<file path="src/rtl/read_master.sv">
// Avalon-MM read master: fetches a block of 16-bit samples from DDR3 into a small FWFT FIFO
// and streams them out on d_out/v/rdy. Optional continuous looping when LOOP_READ_EN is defined.
module read_master #(
  parameter int FIFO_DEPTH = 16,
  parameter int FIFO_AW    = 4
) (
  input  logic        clk,
  input  logic        rst,
  input  logic        ddr_waitrequest,
  output logic [31:0] ddr_addr,
  output logic        ddr_read,
  input  logic [15:0] ddr_readdata,
  input  logic        ddr_readdatavalid,
  input  logic [31:0] writedata,
  output logic [31:0] readdata,
  input  logic [2:0]  addr,
  input  logic        read,
  input  logic        write,
  output logic [15:0] d_out,
  output logic        v,
  input  logic        rdy
);

  typedef enum logic [1:0] {IDLE, ISSUE, DRAIN, DONE} state_t;

  state_t            state_reg;
  logic [31:0]       base_reg, length_reg, step_reg;
  logic [31:0]       run_base_reg, run_len_reg, run_step_reg;
  logic [31:0]       issue_cnt_reg, out_cnt_reg;
  logic [31:0]       ddr_addr_reg;
  logic [31:0]       readdata_reg;
  logic [FIFO_AW:0]  pending_reg, fifo_count_reg;
  logic [FIFO_AW-1:0] wr_ptr_reg, rd_ptr_reg;
  logic [15:0]       mem [FIFO_DEPTH];

  logic              loop_active;
  logic              start_cmd, soft_cmd, start_ok;
  logic [FIFO_AW+1:0] inflight;
  logic              credit_ok, accept, push, do_push, pop, fifo_full;
  logic              busy, done;
  logic [31:0]       rd_mux;

`ifdef LOOP_READ_EN
  logic loop_reg, run_loop_reg;
  assign loop_active = run_loop_reg;
`else
  assign loop_active = 1'b0;
`endif

  assign start_cmd = write && (addr == 3'd4);
  assign soft_cmd  = write && (addr == 3'd6);
  // A new run may only begin once every earlier read has come home, so stale data never mixes in.
  assign start_ok  = start_cmd && ((state_reg == IDLE) || (state_reg == DONE)) && (pending_reg == '0);

  assign inflight  = {1'b0, fifo_count_reg} + {1'b0, pending_reg};
  assign credit_ok = inflight < (FIFO_AW+2)'(FIFO_DEPTH);
  assign fifo_full = fifo_count_reg == (FIFO_AW+1)'(FIFO_DEPTH);

  assign ddr_read  = (state_reg == ISSUE) && (issue_cnt_reg != 32'd0) && credit_ok;
  assign ddr_addr  = ddr_addr_reg;
  assign accept    = ddr_read && !ddr_waitrequest;

  assign push      = ddr_readdatavalid && (state_reg != IDLE) && !soft_cmd;
  assign pop       = v && rdy;
  assign do_push   = push && (!fifo_full || pop);

  assign v         = fifo_count_reg != '0;
  assign d_out     = v ? mem[rd_ptr_reg] : 16'h0000;

  assign busy      = (state_reg == ISSUE) || (state_reg == DRAIN);
  assign done      = state_reg == DONE;
  assign readdata  = readdata_reg;

  always_comb begin
    rd_mux = 32'hDEADBEEF;
    case (addr)
      3'd0: rd_mux = base_reg;
      3'd1: rd_mux = length_reg;
      3'd2: rd_mux = step_reg;
`ifdef LOOP_READ_EN
      3'd3: rd_mux = {31'b0, loop_reg};
`endif
      3'd5: rd_mux = {30'b0, busy, done};
      default: rd_mux = 32'hDEADBEEF;
    endcase
  end

  always_ff @(posedge clk or posedge rst) begin
    if (rst) begin
      base_reg     <= 32'd0;
      length_reg   <= 32'd0;
      step_reg     <= 32'd1;
      readdata_reg <= 32'd0;
`ifdef LOOP_READ_EN
      loop_reg     <= 1'b0;
`endif
    end else begin
      if (write) begin
        case (addr)
          3'd0: base_reg   <= writedata;
          3'd1: length_reg <= writedata;
          3'd2: step_reg   <= writedata;
`ifdef LOOP_READ_EN
          3'd3: loop_reg   <= writedata[0];
`endif
          default: ;
        endcase
      end
      if (read) readdata_reg <= rd_mux;
    end
  end

  always_ff @(posedge clk or posedge rst) begin
    if (rst) begin
      state_reg     <= IDLE;
      ddr_addr_reg  <= 32'd0;
      issue_cnt_reg <= 32'd0;
      out_cnt_reg   <= 32'd0;
      run_base_reg  <= 32'd0;
      run_len_reg   <= 32'd0;
      run_step_reg  <= 32'd1;
`ifdef LOOP_READ_EN
      run_loop_reg  <= 1'b0;
`endif
    end else if (soft_cmd) begin
      state_reg <= IDLE;
    end else begin
      case (state_reg)
        IDLE, DONE: begin
          if (start_ok) begin
            ddr_addr_reg  <= base_reg;
            issue_cnt_reg <= length_reg;
            out_cnt_reg   <= length_reg;
            run_base_reg  <= base_reg;
            run_len_reg   <= length_reg;
            run_step_reg  <= step_reg;
`ifdef LOOP_READ_EN
            run_loop_reg  <= loop_reg;
`endif
            state_reg     <= (length_reg == 32'd0) ? DONE : ISSUE;
          end
        end
        ISSUE: begin
          if (pop && (out_cnt_reg != 32'd0)) out_cnt_reg <= out_cnt_reg - 32'd1;
          if (accept) begin
            if (issue_cnt_reg == 32'd1) begin
              if (loop_active) begin
                ddr_addr_reg  <= run_base_reg;
                issue_cnt_reg <= run_len_reg;
              end else begin
                ddr_addr_reg  <= ddr_addr_reg + run_step_reg;
                issue_cnt_reg <= 32'd0;
                state_reg     <= DRAIN;
              end
            end else begin
              ddr_addr_reg  <= ddr_addr_reg + run_step_reg;
              issue_cnt_reg <= issue_cnt_reg - 32'd1;
            end
          end
        end
        DRAIN: begin
          if (pop && (out_cnt_reg != 32'd0)) out_cnt_reg <= out_cnt_reg - 32'd1;
          if (out_cnt_reg == 32'd0) state_reg <= DONE;
        end
        default: state_reg <= IDLE;
      endcase
    end
  end

  // Outstanding-read counter survives soft reset so late returns stay accounted for.
  always_ff @(posedge clk or posedge rst) begin
    if (rst) begin
      pending_reg <= '0;
    end else begin
      case ({accept, ddr_readdatavalid})
        2'b10:   pending_reg <= pending_reg + 1'b1;
        2'b01:   if (pending_reg != '0) pending_reg <= pending_reg - 1'b1;
        default: ;
      endcase
    end
  end

  always_ff @(posedge clk or posedge rst) begin
    if (rst) begin
      wr_ptr_reg     <= '0;
      rd_ptr_reg     <= '0;
      fifo_count_reg <= '0;
    end else if (soft_cmd) begin
      wr_ptr_reg     <= '0;
      rd_ptr_reg     <= '0;
      fifo_count_reg <= '0;
    end else begin
      if (do_push) wr_ptr_reg <= wr_ptr_reg + 1'b1;
      if (pop)     rd_ptr_reg <= rd_ptr_reg + 1'b1;
      case ({do_push, pop})
        2'b10:   fifo_count_reg <= fifo_count_reg + 1'b1;
        2'b01:   fifo_count_reg <= fifo_count_reg - 1'b1;
        default: ;
      endcase
    end
  end

  always_ff @(posedge clk) begin
    if (do_push) mem[wr_ptr_reg] <= ddr_readdata;
  end

endmodule

</file>
<file path="config.mk">
export PLATFORM = sky130hd
export DESIGN_NAME = read_master
export DESIGN_NICKNAME = d
export VERILOG_FILES = /design/src/rtl/read_master.sv
export SDC_FILE = /design/constraint.sdc
export NUM_CORES = 1
export LEC_CHECK = 0
export ABC_AREA = 1
export BUFFER_PORTS_ARGS = -buffer_cell sky130_fd_sc_hd__buf_2
export CAP_MARGIN = 0
export CORE_UTILIZATION = 35
export DETAILED_ROUTE_END_ITERATION = 6
export PLACE_DENSITY = 0.55
export SYNTH_ARGS = -nofsm -noshare
export SYNTH_HDL_FRONTEND = slang
export SYNTH_SLANG_ARGS = --single-unit
</file>
<file path="constraint.sdc">
create_clock -name clk -period 8.91 [get_ports clk]
set_input_delay 1.782 -clock clk [delete_from_list [all_inputs] [get_ports clk]]
set_output_delay 1.782 -clock clk [all_outputs]
set_load 0.03 [all_outputs]
</file>
==> results.cfg <==
[final_layout]
largest_register = mem
n_antenna_cell = 0
syn_to_final_growth_pct = 13.9
nets = 3161
nFillCells = 7393
drive_gt1_share_pct = 11.3
largest_reg_flops = 256
final_area_um2 = 29700

[clock_tree]
clockBufferDepth = 3
cts.reportedPaths.clkPinSlew_ns = 0.06
cts_tree = built
clk_latency_ns = 0.65
postCtsHoldBufs = 0
clock-sinks = 532
root_buffer = clkbuf_16
numCtsBuffers = 59
post-cts-setup-buffers = 0
cts_resized = 0
cts.htree.levels = 2

[sta]
fin_setup_tns_ns = 0
timing.fmax_mhz = 178
slew_violations = 0
hold_viol = 0
fin_crit_ns = 5.63
worst_slew_pin_slew_ns = 1.21
fin_skew_ns = 0.0344
rsz0062_at_grt = no
maxSlewHeadroom_pct = 19.3
fin_crit_sh_pct = 63.1
report.final.setup_viol = 0

[worst_setup_path]
cp_slowest_cell = clkinv_2
worstRegToRegCells = 11
reg2reg_from = state_reg[0]
end_kind = primary output
critPathMaxFanout = 76
arrival_ns = 3.84
cpPeakStageDelay_ns = 0.91
cp_common_cell = o21ai_0
worstPathRequired_ns = 7.13
startpoint_type = flop
crit_chain = clkinv_2 -> buf_4 -> o21ai_0 -> o22ai_1 -> o21ai_0 -> a21oi_1 -> buf_2
r2r_slack_ns = 5.28
crit_type = flop to primary output
r2r_end = ddr_addr[14]

[power]
pwr-share-seq_pct = 35.4
total_power_mw = 9.76
clkPwrFrac_pct = 24.9
switchingPower_mw = 4.21
p_sw_share_pct = 43.1
p_per_area_nw_per_um2 = 329
vdd_drop_max_v = 0.000181
p_int_mw = 5.55
p_comb_share_pct = 39.7
p_leak_nw = 12.8

[drt]
first_pass_iters = 7
num_vias = 20690
drt_iter0_markers = 1845
drc = 6
wl_per_cell_um = 19.4
drt_wl_total_mm = 78.6
ant_nets = 0
viasPerCell = 5.10

[floorplanning]
design.die.area_um2 = 75600
core_um2 = 73300
die_w_um = 275
rows = 99
die_height_um = 275
ios = 140
initial_core_util_pct = 35.6

[grt]
antenna_found_initial = 1
grt_pass1_wl_mm = 119
overflow = 0
grt_usage_pct = 20.7
grt_max_degree = 166
grt_pass1_vias = 19442

[synthesis]
syn_nets = 3055
ys.flop_type = dfrtp_1
yosys_warnings = 0
ys_seq_area_share_pct = 56.0
synthCells = 2940
synthArstFlopShare_pct = 51.9
ys_types = 52
post_synth.cell_area_avg_um2 = 8.87
synth_top_area_cell = edfxtp_1
synth_common_cells = nand2_1 (704), nor2_1 (387), o21ai_0 (356), dfrtp_1 (274), edfxtp_1 (256)
synth_top_area_share_pct = 29.5
ys_ff_latch = 532
syn_area_um2 = 26100
synth_edf_count = 256
synthTopCellsByArea = edfxtp_1 (29%), dfrtp_1 (26%), nand2_1 (10%)
yosysMostFrequentCell = nand2_1

[job]
maxCapViolCount = 0

[placement]
dp_hpwl_mm = 52.0
gpl.final_weighted_congestion = 0.920
portBuffers = 139
dpl-instance-area_um2 = 27800

[worst_hold_path]
hp-class = flop to flop
holdPathStages = 2
hold_start = readdata[22]
min_to = readdata[22]

[status]
outcome = finished with violations
violations = design-rule violations
-- power groups by stage --
stage,sequential [mW],clock [mW],combinational [mW]
after floorplan,3.46,0,2.76
after global placement,3.50,0,3.83
after detailed placement,3.50,0,3.87
after CTS,3.46,2.47,3.88
after global routing,3.51,2.57,4.34
final,3.46,2.43,3.87
-- metal layers --
metal  routed length [um]  GRT usage [%]  up-vias  part of all wire, %
li1                     -              -    10129                    -
met4                 1600           4.91        0                  2.0
met5                    0              0        -                    0
met1                37700           30.5     9953                   48
met2                34600           31.3      510                   44
met3                 4800           3.81       98                  6.1
-- worst max-delay path: cells and delay by family (launching register included) --
family / cells / cell delay, ns
flops: 1 / 0.72
buf+inv: 3 / 1.78
compound gates: 4 / 0.69
-- final cells by class --
type | count | area (um2) | area share [%]
Sequential cell | 532 | 14600 | 49.2
Multi-Input combinational cell | 2032 | 10100 | 33.9
Clock buffer | 76 | 1620 | 5.46
Tap cell | 959 | 1200 | 4.04
Timing Repair Buffer | 174 | 971 | 3.27
Inverter | 247 | 932 | 3.14
Clock inverter | 33 | 309 | 1.04
-- logic make-up after synthesis --
logic type                 Yosys count  synth area share, %
AOI/OAI and AO/OA                  627                 13.4
xor gates and xnor gates            42                 1.41
adders and majority gates           57                 2.82
buffers and inverters              376                 5.65
DFF                                532                 56.0
muxes                               15                0.648
and+or+nand+nor                   1291                 20.1
-- worst max path at each step --
stage / start / endpoint / slack (ns) / depth (start not counted)
floorplan: rst / base_reg[0] / 3.48 / 1
global placement: rd_ptr_reg[0] / d_out[8] / 4.00 / 9
detailed placement: rd_ptr_reg[0] / d_out[8] / 3.97 / 7
CTS: rd_ptr_reg[0] / d_out[8] / 3.29 / 7
global route: rd_ptr_reg[0] / d_out[8] / 2.95 / 7
finish: rd_ptr_reg[0] / d_out[8] / 3.28 / 7
-- placed cells by master (no fill, tap or decap), types with 11 or more instances in the layout --
master     instances
nor3_1            13
clkinv_2          13
xor2_1            33
buf_2            139
nand3_1          116
inv_1            233
buf_4             34
a211oi_1          11
edfxtp_1         256
nand2_1          700
ha_1              53
nor2_2            24
a21oi_1           80
o221ai_1          44
nor2_1           374
nor4_1            11
dfrtp_1          272
mux2_2            15
o22ai_1           42
o21ai_1           45
a31oi_1           16
nand4_1           16
clkbuf_16         59
o21ai_0          356
-- through the flow --
stage	cells	utilization, %	worst slack (ns)	hold slack, ns
after global placement	3944	37.9	4.00	0.466
final	4053	40.5	3.28	0.480
after CTS	4053	40.5	3.29	0.486
after global routing	4053	40.5	2.95	0.511
after detailed placement	3944	37.9	3.97	0.470
after floorplan	2940	-	3.48	0.453
(Power assumes the default switching activity.)
